`src/rtl/filt_pkg.sv`:
```
// Shared definitions for the filter sample scheduler: filter select codes,
// FSM state encoding and the default sample width.
package filt_pkg;

    localparam int DEF_DATA_W = 16;

    localparam logic [1:0] FILT_SEL_LPF = 2'b00;
    localparam logic [1:0] FILT_SEL_HPF = 2'b01;
    localparam logic [1:0] FILT_SEL_BPF = 2'b10;
    localparam logic [1:0] FILT_SEL_RSV = 2'b11;

    typedef enum logic [1:0] {
        ST_IDLE  = 2'b00,
        ST_START = 2'b01,
        ST_WAIT  = 2'b10
    } state_t;

    // The reserved code leaves the current filter selected.
    function automatic logic [1:0] sel_next(input logic [1:0] cur, input logic [1:0] req);
        logic [1:0] r;
        r = cur;
        case (req)
            FILT_SEL_LPF, FILT_SEL_HPF, FILT_SEL_BPF: r = req;
            FILT_SEL_RSV:                             r = cur;
        endcase
        return r;
    endfunction

endpackage

```
`src/rtl/filt_sched_if.sv`:
```
// Sample-in / filter / result-out signal bundle of the scheduler.
// master is the scheduler side, slave is the ADC + filter + consumer side.
interface filt_sched_if import filt_pkg::*; #(
    parameter int DATA_W = DEF_DATA_W
);
    logic [DATA_W-1:0] adc_data;
    logic              adc_valid;
    logic              filt_start;
    logic [1:0]        filt_select;
    logic [DATA_W-1:0] filt_data;
    logic [DATA_W-1:0] filt_result;
    logic              filt_done;
    logic [DATA_W-1:0] out_data;
    logic              out_valid;

    modport master (
        input  adc_data, adc_valid, filt_result, filt_done,
        output filt_start, filt_select, filt_data, out_data, out_valid
    );

    modport slave (
        output adc_data, adc_valid, filt_result, filt_done,
        input  filt_start, filt_select, filt_data, out_data, out_valid
    );
endinterface

```
`src/rtl/filt_sched_skid_hold.sv`:
```
// Single-entry sample hold with drop detection, sticky overrun flag and a
// saturating drop counter.
module skid_hold import filt_pkg::*; #(
    parameter int DATA_W = DEF_DATA_W,
    parameter int CNT_W  = 16
) (
    input  logic              clk,
    input  logic              rst,
    input  logic              enable,
    input  logic              adc_valid,
    input  logic [DATA_W-1:0] adc_data,
    input  logic              consume,
    input  logic              clr_status,
    output logic              full,
    output logic [DATA_W-1:0] data,
    output logic              overrun,
    output logic [CNT_W-1:0]  drop_cnt
);
    logic take, accept, drop;

    function automatic logic [CNT_W-1:0] sat_inc(input logic [CNT_W-1:0] v);
        return (&v) ? v : v + CNT_W'(1);
    endfunction

    assign take   = adc_valid & enable;
    assign accept = take & (~full | consume);
    assign drop   = take & full & ~consume;

    always_ff @(posedge clk or posedge rst) begin
        if (rst) begin
            full     <= 1'b0;
            overrun  <= 1'b0;
            drop_cnt <= '0;
        end else begin
            if (accept)       full <= 1'b1;
            else if (consume) full <= 1'b0;
            // A drop in the same cycle as a clear restarts the count at one.
            if (drop) begin
                overrun  <= 1'b1;
                drop_cnt <= clr_status ? CNT_W'(1) : sat_inc(drop_cnt);
            end else if (clr_status) begin
                overrun  <= 1'b0;
                drop_cnt <= '0;
            end
        end
    end

    // Payload is only observed while full is set, so it carries no reset.
    always_ff @(posedge clk) begin
        if (accept) data <= adc_data;
    end
endmodule

```
`src/rtl/filt_sched.sv`:
```
// Sample scheduler in front of the filters datapath: issues one sample at a
// time, holds it stable until done, emits the result, and guards with a watchdog.
module filt_sched import filt_pkg::*; #(
    parameter int DATA_W         = DEF_DATA_W,
    parameter int START_CYCLES   = 2,
    parameter int TIMEOUT_CYCLES = 1024,
    parameter int CNT_W          = 16
) (
    input  logic              clk,
    input  logic              rst,
    input  logic              enable,
    input  logic [1:0]        sel_req,
    input  logic              clr_status,
    filt_sched_if.master      bus,
    output logic              busy,
    output logic              overrun,
    output logic              timeout,
    output logic [CNT_W-1:0]  drop_cnt
);
    localparam int SC_W = $clog2(START_CYCLES + 1);
    localparam int TO_W = $clog2(TIMEOUT_CYCLES + 1);
    localparam logic [SC_W-1:0] ST_LAST = SC_W'(START_CYCLES - 1);
    localparam logic [TO_W-1:0] WD_LAST = TO_W'(TIMEOUT_CYCLES - 1);

    state_t            state, state_n;
    logic [SC_W-1:0]   st_cnt;
    logic [TO_W-1:0]   wd_cnt;
    logic              done_q, rise, start_done, wd_expire;
    logic              hold_full, consume;
    logic [DATA_W-1:0] hold_data;
    logic [DATA_W-1:0] filt_data_r, out_data_r;
    logic [1:0]        filt_select_r;
    logic              out_valid_r;

    skid_hold #(.DATA_W(DATA_W), .CNT_W(CNT_W)) u_hold (
        .clk        (clk),
        .rst        (rst),
        .enable     (enable),
        .adc_valid  (bus.adc_valid),
        .adc_data   (bus.adc_data),
        .consume    (consume),
        .clr_status (clr_status),
        .full       (hold_full),
        .data       (hold_data),
        .overrun    (overrun),
        .drop_cnt   (drop_cnt)
    );

    // Done edges are only meaningful while waiting on the filter.
    assign rise       = (state == ST_WAIT) && !done_q && bus.filt_done;
    assign start_done = (st_cnt == ST_LAST);
    assign wd_expire  = (wd_cnt == WD_LAST);

    always_comb begin
        state_n = state;
        consume = 1'b0;
        unique case (state)
            ST_IDLE:  if (hold_full) begin
                          state_n = ST_START;
                          consume = 1'b1;
                      end
            ST_START: if (start_done) state_n = ST_WAIT;
            ST_WAIT:  if (rise || wd_expire) state_n = ST_IDLE;
            default:  state_n = ST_IDLE;
        endcase
    end

    always_ff @(posedge clk or posedge rst) begin
        if (rst) begin
            state         <= ST_IDLE;
            st_cnt        <= '0;
            wd_cnt        <= '0;
            done_q        <= 1'b0;
            out_valid_r   <= 1'b0;
            timeout       <= 1'b0;
            filt_select_r <= FILT_SEL_LPF;
            filt_data_r   <= '0;
            out_data_r    <= '0;
        end else begin
            state       <= state_n;
            done_q      <= bus.filt_done;
            st_cnt      <= (state == ST_START && !start_done) ? st_cnt + SC_W'(1) : '0;
            wd_cnt      <= (state == ST_WAIT && state_n == ST_WAIT) ? wd_cnt + TO_W'(1) : '0;
            out_valid_r <= rise;
            if (state == ST_WAIT && wd_expire && !rise) timeout <= 1'b1;
            else if (clr_status)                        timeout <= 1'b0;
            if (consume) begin
                filt_data_r   <= hold_data;
                filt_select_r <= sel_next(filt_select_r, sel_req);
            end
            if (rise) out_data_r <= bus.filt_result;
        end
    end

    assign bus.filt_start  = (state == ST_START);
    assign bus.filt_select = filt_select_r;
    assign bus.filt_data   = filt_data_r;
    assign bus.out_data    = out_data_r;
    assign bus.out_valid   = out_valid_r;
    assign busy            = (state != ST_IDLE) || hold_full;
endmodule

```
`src/flat_wrapper.sv`:
```
// flat-port wrapper written by rule: the top's interface ports become plain ports
module filt_sched_flat import filt_pkg::*;
#(
    parameter int DATA_W         = DEF_DATA_W,
    parameter int START_CYCLES   = 2,
    parameter int TIMEOUT_CYCLES = 1024,
    parameter int CNT_W          = 16
)
  (clk, rst, enable, sel_req, clr_status, busy, overrun, timeout, drop_cnt, bus_adc_data, bus_adc_valid, bus_filt_result, bus_filt_done, bus_filt_start, bus_filt_select, bus_filt_data, bus_out_data, bus_out_valid);
  filt_sched_if #(.DATA_W(DATA_W)) bus_i ();
  input  logic clk;
  input  logic rst;
  input  logic enable;
  input  logic [1:0] sel_req;
  input  logic clr_status;
  output logic busy;
  output logic overrun;
  output logic timeout;
  output logic [CNT_W-1:0] drop_cnt;
  input wire logic [$bits(bus_i.adc_data)-1:0] bus_adc_data;
  input wire logic [$bits(bus_i.adc_valid)-1:0] bus_adc_valid;
  input wire logic [$bits(bus_i.filt_result)-1:0] bus_filt_result;
  input wire logic [$bits(bus_i.filt_done)-1:0] bus_filt_done;
  output wire logic [$bits(bus_i.filt_start)-1:0] bus_filt_start;
  output wire logic [$bits(bus_i.filt_select)-1:0] bus_filt_select;
  output wire logic [$bits(bus_i.filt_data)-1:0] bus_filt_data;
  output wire logic [$bits(bus_i.out_data)-1:0] bus_out_data;
  output wire logic [$bits(bus_i.out_valid)-1:0] bus_out_valid;
  assign bus_i.adc_data = bus_adc_data;
  assign bus_i.adc_valid = bus_adc_valid;
  assign bus_i.filt_result = bus_filt_result;
  assign bus_i.filt_done = bus_filt_done;
  assign bus_filt_start = bus_i.filt_start;
  assign bus_filt_select = bus_i.filt_select;
  assign bus_filt_data = bus_i.filt_data;
  assign bus_out_data = bus_i.out_data;
  assign bus_out_valid = bus_i.out_valid;
  filt_sched #(.DATA_W(DATA_W), .START_CYCLES(START_CYCLES), .TIMEOUT_CYCLES(TIMEOUT_CYCLES), .CNT_W(CNT_W)) u_core (.clk(clk), .rst(rst), .enable(enable), .sel_req(sel_req), .clr_status(clr_status), .bus(bus_i), .busy(busy), .overrun(overrun), .timeout(timeout), .drop_cnt(drop_cnt));
endmodule
```
`config.mk`:
```
export PLATFORM = sky130hd
export DESIGN_NAME = filt_sched_flat
export DESIGN_NICKNAME = d
export VERILOG_FILES = /design/src/rtl/filt_pkg.sv /design/src/rtl/filt_sched_if.sv /design/src/rtl/filt_sched_skid_hold.sv /design/src/rtl/filt_sched.sv /design/src/flat_wrapper.sv
export SDC_FILE = /design/constraint.sdc
export NUM_CORES = 1
export LEC_CHECK = 0
export ABC_AREA = 1
export CAP_MARGIN = 40
export CORE_MARGIN = 2
export CORE_UTILIZATION = 25
export DETAILED_ROUTE_END_ITERATION = 8
export GPL_TIMING_DRIVEN = 0
export SYNTH_ARGS = -nofsm -noshare
export SYNTH_HDL_FRONTEND = slang
export SYNTH_HIERARCHICAL = 1
export SYNTH_SLANG_ARGS = --single-unit
```
`constraint.sdc`:
```
create_clock -name clk -period 5.82 [get_ports clk]
set_input_delay 0.873 -clock clk [delete_from_list [all_inputs] [get_ports clk]]
set_output_delay 0.873 -clock clk [all_outputs]
set_load 0.02 [all_outputs]
```
* Yosys cells after proc, flatten, opt, wreduce, memory -nomap -nowiden
Index checks and enable logic that the tools add are counted.
** Operators by class
- Add/sub/neg operators :: 3
- Equal/unequal tests :: 9
- Multiplexer cells :: 18
- Bitwise gates (word level) :: 8
- Reductions and logical operators :: 21
** Operators with widths (count)
- 2-to-1 mux 16 bit :: 4
- adder 16 x 1 -> 16 bit (second input constant) :: 1
- AND reduction 16 bit :: 1
- adder 11 x 1 -> 11 bit (second input constant) :: 1
- == test 11 x 10 -> 1 bit (second input constant) :: 1
- 2-to-1 mux 11 bit :: 1
- 2-to-1 mux 2 bit :: 5
- == test 2 bit (second input constant) :: 4
- nonzero test 2 bit :: 4
- 2-to-1 mux 1 bit :: 7
- == test 2 x 1 -> 1 bit (second input constant) :: 3
- logical AND 1 bit :: 6
- one-hot mux 2 bit (3 select lines) :: 1
- AND 1 bit :: 4
- logical NOT 2 bit :: 2
- AND reduction 2 bit :: 2
- logical NOT 1 bit :: 3
- NOT 1 bit :: 3
- OR reduction 3 bit :: 1
- adder 2 x 1 -> 2 bit (second input constant) :: 1
- logical OR 1 bit :: 2
- != test 2 bit (second input constant) :: 1
- bitwise OR 1 bit :: 1
** Storage, ports and cells
- Register bits after elaboration :: 86
- Input port bits :: 40
- Output and inout bits :: 55
- Word-level logic and storage cells :: 72

* Longest topological paths before layout
Gate-level depths: netlist (run 1).
- Depth in word-level cells :: 9
- Depth in mapped cells :: 12
- Depth with buffers taken out :: 11

* Cells and area by module
Netlist (run 1), hierarchy kept.
** By module, submodules not included
- filt_sched :: times used 1, cells an instance 239, area an instance 2148.3 µm², seq. area each 1301.2 µm²
- skid_hold :: times used 1, cells an instance 184, area an instance 1759.2 µm², seq. area each 930.9 µm²

* Worst setup path before layout (run 1)
Ideal clock, no wire load.
- Path type :: register to register
- From :: reg u_core.state[0]
- To :: reg u_core.u_hold.data[0], enable pin
- Library setup time :: 0.389 ns
- Arrival :: 1.645 ns
- Setup slack :: 3.787 ns
- Stages on the path, launching flop included :: 7
- Buffers on the path :: 1
- Path through :: dfrtp_1 -> nor2_2 -> nand2_4 -> inv_2 -> buf_4 -> nor2_4 -> nor2_1
** Between the ends
- Cells in the longest elaborated chain, start to end :: 4
** Ends and longest elaborated chain
- start, declared :: RTL line filt_sched.sv:25 : state_t state, state_n;
- start signal, assigned :: RTL line filt_sched.sv:80 : state <= state_n;
- logical NOT 2 bit :: RTL line filt_sched.sv:57 : unique case (state)
- 2-to-1 mux 1 bit :: RTL line filt_sched.sv:57
- via u_core.consume :: RTL line filt_sched.sv:29 : logic hold_full, consume;
- bitwise OR 1 bit :: RTL line filt_sched_skid_hold.sv:26 : assign accept = take & (~full | consume);
- AND 1 bit :: RTL line filt_sched_skid_hold.sv:26
- via u_core.u_hold.accept :: RTL line filt_sched_skid_hold.sv:19 : logic take, accept, drop;
- end signal, assigned :: RTL line filt_sched_skid_hold.sv:50 : if (accept) data <= adc_data;
- end, declared :: RTL line filt_sched_skid_hold.sv:15 : output logic [DATA_W-1:0] data,
The timed path passes the listed nets, and every way through them passes these cells.
A chain may end at the register's enable or synchronous reset.

* Worst setup path after layout (run 1)
- From :: reg u_core.state[1]
- To :: out bus_filt_start
** Between the ends
- Cells in the longest elaborated chain, start to end :: 1
** Ends and longest elaborated chain
- == test 2 x 1 -> 1 bit :: RTL line filt_sched.sv:95 : assign bus.filt_start = (state == ST_START);
- end, declared :: RTL line flat_wrapper.sv:24 : output wire logic [$bits(bus_i.filt_start)-1:0] bus_filt_start;
Every way passes these cells.

==> impl_metrics.json, run 1 <==
{
  "outcome": "complete, no violations",
  "finalCriticalPeriod_ns": 2.51,
  "start_kind": "flop",
  "cp_num_buf_inv": 3,
  "fp.dieH_um": 129,
  "async_reset_ff_frac": 0.814,
  "grt_pass1_wl_mm": 15.2,
  "ioPinCount": 95,
  "switching_power_uw": 793,
  "synth-edff-count": 16,
  "grt_antenna_before_repair": 0,
  "cts_hold_buf": 0,
  "syn-num-nets": 466,
  "synthTopCellsByArea": "dfrtp_1 (45%), nand2_1 (16%), edfxtp_1 (12%)",
  "met2_usage": 0.196,
  "rsz0062_at_grt": "no",
  "grtUsageTotal": 0.118,
  "drc": 0,
  "setup_violations": 0,
  "skew_ns": 0.00514,
  "wl_per_cell_um": 12.3,
  "grt_remaining_overflow": 0,
  "h-tree-depth": 3,
  "hp-class": "reg -> reg",
  "maxCapViolations": 0,
  "gp_congestion": 0.808,
  "max_slew.worst_pin.slew_ns": 0.801,
  "crit_arrival_ns": 1.64,
  "stdcell_count": 747,
  "cts_buffers": 9,
  "max_freq_mhz": 398,
  "cpLargestDelayFamily": "buffers and inverters",
  "area_growth_pct": 39.7,
  "via_count": 3078,
  "cts_buffer_depth": 2,
  "worst_hold_slack_ns": 0.435,
  "grt_pass1_vias": 3120,
  "start_util": 0.256,
  "synth_top_area_cell": "dfrtp_1",
  "pwr-share-seq": 0.376,
  "die_area_mm2": 0.0166,
  "postCtsSetupRepairBufs": 0,
  "cts_tree": "built",
  "grt_max_degree": 37,
  "ys_warn_count": 6,
  "hold_violations": 0,
  "wl_mm": 9.17,
  "cp-end-kind": "output port",
  "worstSetupPathType": "reg -> out",
  "rows": 45,
  "clkTransAtPathRegs_ns": 0.06,
  "syn_area_mm2": 0.00391,
  "hpwl_mm": 6.75,
  "switching_share": 0.347,
  "cts_resized": 0,
  "yosysTopAreaCellShare": 0.448,
  "comb_power_share": 0.359,
  "fin_crit_sh": 0.432,
  "ant_nets": 0,
  "relSlewSlack": 0.466,
  "synth_common_cells": "nand2_1 (171), dfrtp_1 (70), inv_1 (35)",
  "cellLeakagePower_uw": 0.00247,
  "final_max_slew_viol_count": 0,
  "synth_ff_type": "dfrtp_1",
  "crit_chain": "inv_1 > nand2_1 > inv_1 > clkdlybuf4s50_1",
  "grtUsageMet1": 0.145,
  "crit_required_ns": 4.95,
  "irDropWorstVdd_mv": 0.221,
  "critPathSlowestCell": "clkdlybuf4s50_1",
  "via_per_inst": 4.12,
  "ys_ff_latch": 86,
  "io_buffers": 94,
  "r2r_setup_slack_ns": 3.78,
  "clockPowerShare": 0.265,
  "slowest_delay_ns": 0.62,
  "avgSynthCellArea_um2": 9.24,
  "yosysMostFrequentCell": "nand2_1",
  "drive_above_1_share": 0.123,
  "fin_nets": 574,
  "grtUsageMet3": 0.0347,
  "synth.yosys.seq_area_share": 0.571,
  "cp_common_cell": "inv_1",
  "clk_latency_ns": 0.34,
  "drtPass1Iterations": 4,
  "antennaDiodeCount": 0,
  "place_inst": 731,
  "crit_fanout": 2,
  "fin_setup_tns_ns": 0,
  "power.internal_uw": 1490,
  "die_w_um": 129,
  "fp.coreArea_mm2": 0.0153,
  "clockRootBuffer": "clkbuf_16",
  "clock_sinks": 86,
  "busiest_layer": "met2",
  "netlist_instances": 423,
  "powerDensity_mw_per_mm2": 419,
  "synth.distinct_cells": 35,
  "drtIter0Drc": 147,
  "fill_cells": 1556
}
worst paths after layout:
check,from,to,cells past startpoint
worst max-delay path,u_core/state[1]$_DFF_PP0_,bus_filt_start,4
max in group asynchronous,rst,u_core/u_hold/drop_cnt[2]$_DFFE_PP0P_,2
worst min register to register,u_core/u_hold/data[8]$_DFFE_PP_,u_core/bus.filt_data[8]$_DFFE_PP0P_,2
min in group asynchronous,rst,u_core/bus.filt_data[4]$_DFFE_PP0P_,2
worst max register to register,u_core/state[0]$_DFF_PP0_,u_core/u_hold/data[8]$_DFFE_PP_,8
worst min-delay path,u_core/u_hold/data[8]$_DFFE_PP_,u_core/bus.filt_data[8]$_DFFE_PP0P_,2
stage by stage:
stage,worst slack [ns],util,area [um^2],power [uW]
CTS,3.27,0.358,5460,2320
global route,3.19,0.358,5460,2430
detailed placement,3.29,0.337,5150,1700
finish,3.31,0.358,5460,2290
floorplan,3.69,-,3910,1310
global placement,2.57,0.335,5110,1670
state kept, by name, indices dropped and copies added, names as in the netlist, 2 cells and up:
register and flops:
u_core/u_hold/data 16, u_core/st_cnt 2, u_core/u_hold/drop_cnt 16, u_core/bus.filt_select 2
u_core/state 2, u_core/bus.filt_data 16, u_core/bus.out_data 16, u_core/wd_cnt 11
cells in the final DEF (no fill, tap or decap), types with 2 or more instances in the layout:
master           instances
nand3_2                  3
nand2_1                171
inv_2                    7
nand2_4                  5
nor2_4                   6
nand3_4                  3
nor2_8                   2
o21ai_0                  3
nand3_1                 18
xor2_1                   6
buf_6                    2
inv_1                   34
nor2_1                  31
nor2_2                   3
xnor2_1                  2
nand4_1                  9
ha_1                     3
clkbuf_16               10
edfxtp_1                16
o21ai_1                  3
clkinv_2                 2
clkdlybuf4s50_1         94
clkbuf_1                 3
nand2_2                  6
buf_4                    4
o21ai_2                  6
dfrtp_1                 70
power groups by stage:
| stage | sequential, uW | combinational [uW] | clock, uW |
|---|---|---|---|
| after floorplan | 998 | 311 | 0 |
| after global placement | 867 | 807 | 0 |
| after detailed placement | 870 | 832 | 0 |
| after CTS | 864 | 835 | 622 |
| after global routing | 879 | 895 | 652 |
| final | 860 | 821 | 607 |
area by class of cell:
type | count | area [um^2] | share of cell area
flip-flops and latches | 86 | 2230 | 0.409
multi-input cells | 288 | 1450 | 0.266
repair buffers | 97 | 976 | 0.179
clock buffers | 13 | 272 | 0.0497
well taps | 211 | 264 | 0.0484
inverters | 42 | 163 | 0.0298
plain buffers | 7 | 61.3 | 0.0112
clock inverters | 3 | 40.0 | 0.00733
metal layers:
layer / vias up / wire, um
li1: 1541 / -
met1: 1453 / 4020
met2: 70 / 4530
met3: 14 / 488
met4: 0 / 138
met5: - / 0
worst register-to-register path: cells and delay by family (launching register included):
kind                   cells  cell delay (ns)
buffers and inverters      4             0.70
DFF                        1             0.42
and+or+nand+nor            4             0.64
cell families (layout without fill, tap and decap cells):
kind of cell / Yosys count / after routing / share of synthesized area
xor+xnor: 8 / 8 / 0.0179
compound gates: 17 / 17 / 0.0301
buf+inv: 49 / 162 / 0.0573
simple gates: 260 / 260 / 0.314
flops: 86 / 86 / 0.571
fa+ha+maj: 3 / 3 / 0.00961
(Power assumes the default switching activity.)
==> run 2: changes to the inputs <==
==> constraint.sdc (replaced) <==
create_clock -name clk -period 2.48 [get_ports clk]
set_input_delay 0.372 -clock clk [delete_from_list [all_inputs] [get_ports clk]]
set_output_delay 0.372 -clock clk [all_outputs]
set_load 0.02 [all_outputs]
==> results of run 2 <==
Same layout as run 1 (identical final DEF). Status: complete, no violations.
Among the figures that moved: setup slack after placement 3.29 ns -> 0.382 ns; setup slack after layout 3.31 ns -> 0.441 ns; hold slack 0.435 ns -> 0.366 ns; start point of the critical path u_core/state[1]$_DFF_PP0_ -> u_core/state[0]$_DFF_PP0_; end point of the critical path bus_filt_start -> u_core/u_hold/data[8]$_DFFE_PP_; register-to-register setup slack 3.78 ns -> 0.44 ns; total power 2290 uW -> 5370 uW; worst IR drop on VDD 0.221 mV -> 0.519 mV
==> run 3: changes to the inputs <==
==> constraint.sdc (replaced) <==
create_clock -name clk -period 1.8 [get_ports clk]
set_input_delay 0.27 -clock clk [delete_from_list [all_inputs] [get_ports clk]]
set_output_delay 0.27 -clock clk [all_outputs]
set_load 0.02 [all_outputs]
==> run 3 against run 2 <==
Cell count increased by 1.3%. Sequential cell count unchanged. Clock power increased by 41%. Global-route usage rose by 0.082 points. Worst setup slack worse by 0.38 ns. Combinational power rose by 43%. Routed wire length is 0.29% lower. Count of clock-buffer cells in the layout fell by 3. Highest routed layer unchanged.
==> impl_metrics.json, run 3 (synthesis gave the netlist of run 1 again) <==
{
  "outcome": "complete, no violations",
  "final_max_slew_viol_count": 0,
  "worst_hold_slack_ns": 0.225,
  "start_util": 0.256,
  "irDropWorstVdd_mv": 0.564,
  "via_per_inst": 4.08,
  "clockRootBuffer": "clkbuf_16",
  "drc": 0,
  "cp-end-kind": "output port",
  "start_kind": "flop",
  "crit_chain": "clkdlybuf4s50_1",
  "critPathSlowestCell": "clkdlybuf4s50_1",
  "fp.coreArea_mm2": 0.0153,
  "io_buffers": 94,
  "critPathLaunch": "u_core/u_hold/drop_cnt[3]$_DFFE_PP0P_",
  "mostFrequentLayoutCells": "nand2_1 (171), clkdlybuf4s50_1 (92), dfrtp_1 (69)",
  "cts_tree": "built",
  "hold_violations": 0,
  "ioPinCount": 95,
  "finalCriticalPeriod_ns": 1.74,
  "rows": 45,
  "fin_crit_sh": 0.966,
  "dp_slack_ns": -0.315,
  "via_count": 3087,
  "h-tree-depth": 3,
  "die_w_um": 129,
  "grt_antenna_before_repair": 0,
  "max_slew.worst_pin.slew_ns": 0.800,
  "antennaDiodeCount": 0,
  "skew_ns": 0.00798,
  "hpwl_mm": 6.53,
  "setup_violations": 0,
  "clk_latency_ns": 0.35,
  "cts_buffer_depth": 2,
  "wl_mm": 9.15,
  "wl_per_cell_um": 12.1,
  "grtUsageTotal": 0.119,
  "powerDensity_mw_per_mm2": 1350,
  "grt_pass1_wl_mm": 15.3,
  "gp_congestion": 0.804,
  "die_area_mm2": 0.0166,
  "r2r-start": "u_core/state[0]$_DFF_PP0_",
  "setup.worst_path.end": "drop_cnt[3]",
  "slowest_delay_ns": 0.65,
  "layout_commonest_cell": "nand2_1",
  "crit_arrival_ns": 1.47,
  "ff_latch_area_mm2": 0.00223,
  "reg2reg_depth": 11,
  "crit_required_ns": 1.53,
  "relSlewSlack": 0.466,
  "max_freq_mhz": 575,
  "multi_input_area_mm2": 0.00147,
  "final_util": 0.366,
  "fin_nets": 584,
  "grt_max_degree": 40,
  "crit_fanout": 5,
  "clkTransAtPathRegs_ns": 0.07,
  "r2r-end": "u_core/u_hold/drop_cnt[0]$_DFFE_PP0P_",
  "grt_remaining_overflow": 0,
  "drtPass1Iterations": 5,
  "area_growth_pct": 43.0,
  "fp.dieH_um": 129,
  "cts_buffers": 9,
  "cellLeakagePower_uw": 0.00253,
  "r2r_setup_slack_ns": 0.11,
  "cp_num_buf_inv": 1,
  "drtIter0Drc": 161,
  "clock_sinks": 86,
  "fill_cells": 1542,
  "fin_ws_ns": 0.0611,
  "worstSetupPathType": "reg -> out",
  "maxCapViolations": 0,
  "drive_above_1_share": 0.148,
  "ant_nets": 0,
  "grt_pass1_vias": 3153,
  "cp.depth": 1,
  "cpLargestDelayFamily": "buffers and inverters",
  "hp-class": "in -> async"
}
==> run 3: cell count changes in the layout (fill, tap and decap cells not counted), moves of 2 or more <==
cell | previous run | this run
dlygate4sd2_1 | 0 | 2
nor2_4 | 6 | 9
nor2_1 | 31 | 29
buf_12 | 1 | 3
clkdlybuf4s50_1 | 94 | 92
buf_4 | 4 | 11
==> run 3: per-layer routing <==
layer  wire length (um)  part of all wire  vias up  track usage
met3                328             0.036       10       0.0264
met1               4090              0.45     1457        0.145
met5                  0                 0        -            0
met4                180             0.020        0       0.0627
met2               4550              0.50       62        0.199
li1                   -                 -     1558            -
==> run 3: final cells by class <==
cell class,instances,area share
buffer,7,0.0116
clock buffer,10,0.0410
clock inverter,6,0.0152
inverter,42,0.0298
multi-input combinational,288,0.263
sequential,86,0.400
tap,211,0.0472
timing repair buffer,107,0.192
==> run 3: worst min path at each step <==
stage / startpoint / end
2_1_floorplan: rst / u_core/u_hold/drop_cnt[0]$_DFFE_PP0P_
3_3_place_gp: u_core/st_cnt[0]$_DFF_PP0_ / u_core/st_cnt[0]$_DFF_PP0_
3_5_place_dp: u_core/st_cnt[0]$_DFF_PP0_ / u_core/st_cnt[0]$_DFF_PP0_
4_1_cts: rst / u_core/bus.filt_data[4]$_DFFE_PP0P_
5_1_grt: rst / u_core/bus.filt_data[4]$_DFFE_PP0P_
6_report: rst / u_core/bus.filt_data[4]$_DFFE_PP0P_
==> run 3: timing repair <==
item	CTS	global route
pin swaps	2	4
gates resized for setup	6	3
endpoints found under the setup margin	28	16
buffers inserted	7	5
hold buffers	0	0
==> run 3: through the flow <==
step / instance area (um^2) / power, uW / setup TNS, ns / cells
detailed placement: 5130 / 5480 / -5.49 / 729
finish: 5590 / 7550 / 0 / 757
floorplan: 3910 / 4240 / 0 / 423
CTS: 5540 / 7590 / 0 / 752
global route: 5590 / 8070 / -0.00882 / 757
global placement: 5110 / 5410 / -46.70 / 728
==> run 3: where the power goes <==
part	leakage, uW	switching (uW)	internal, uW
Combinational	0.00131	1520	1240
Clock	0.000157	791	1220
Sequential	0.00106	291	2490
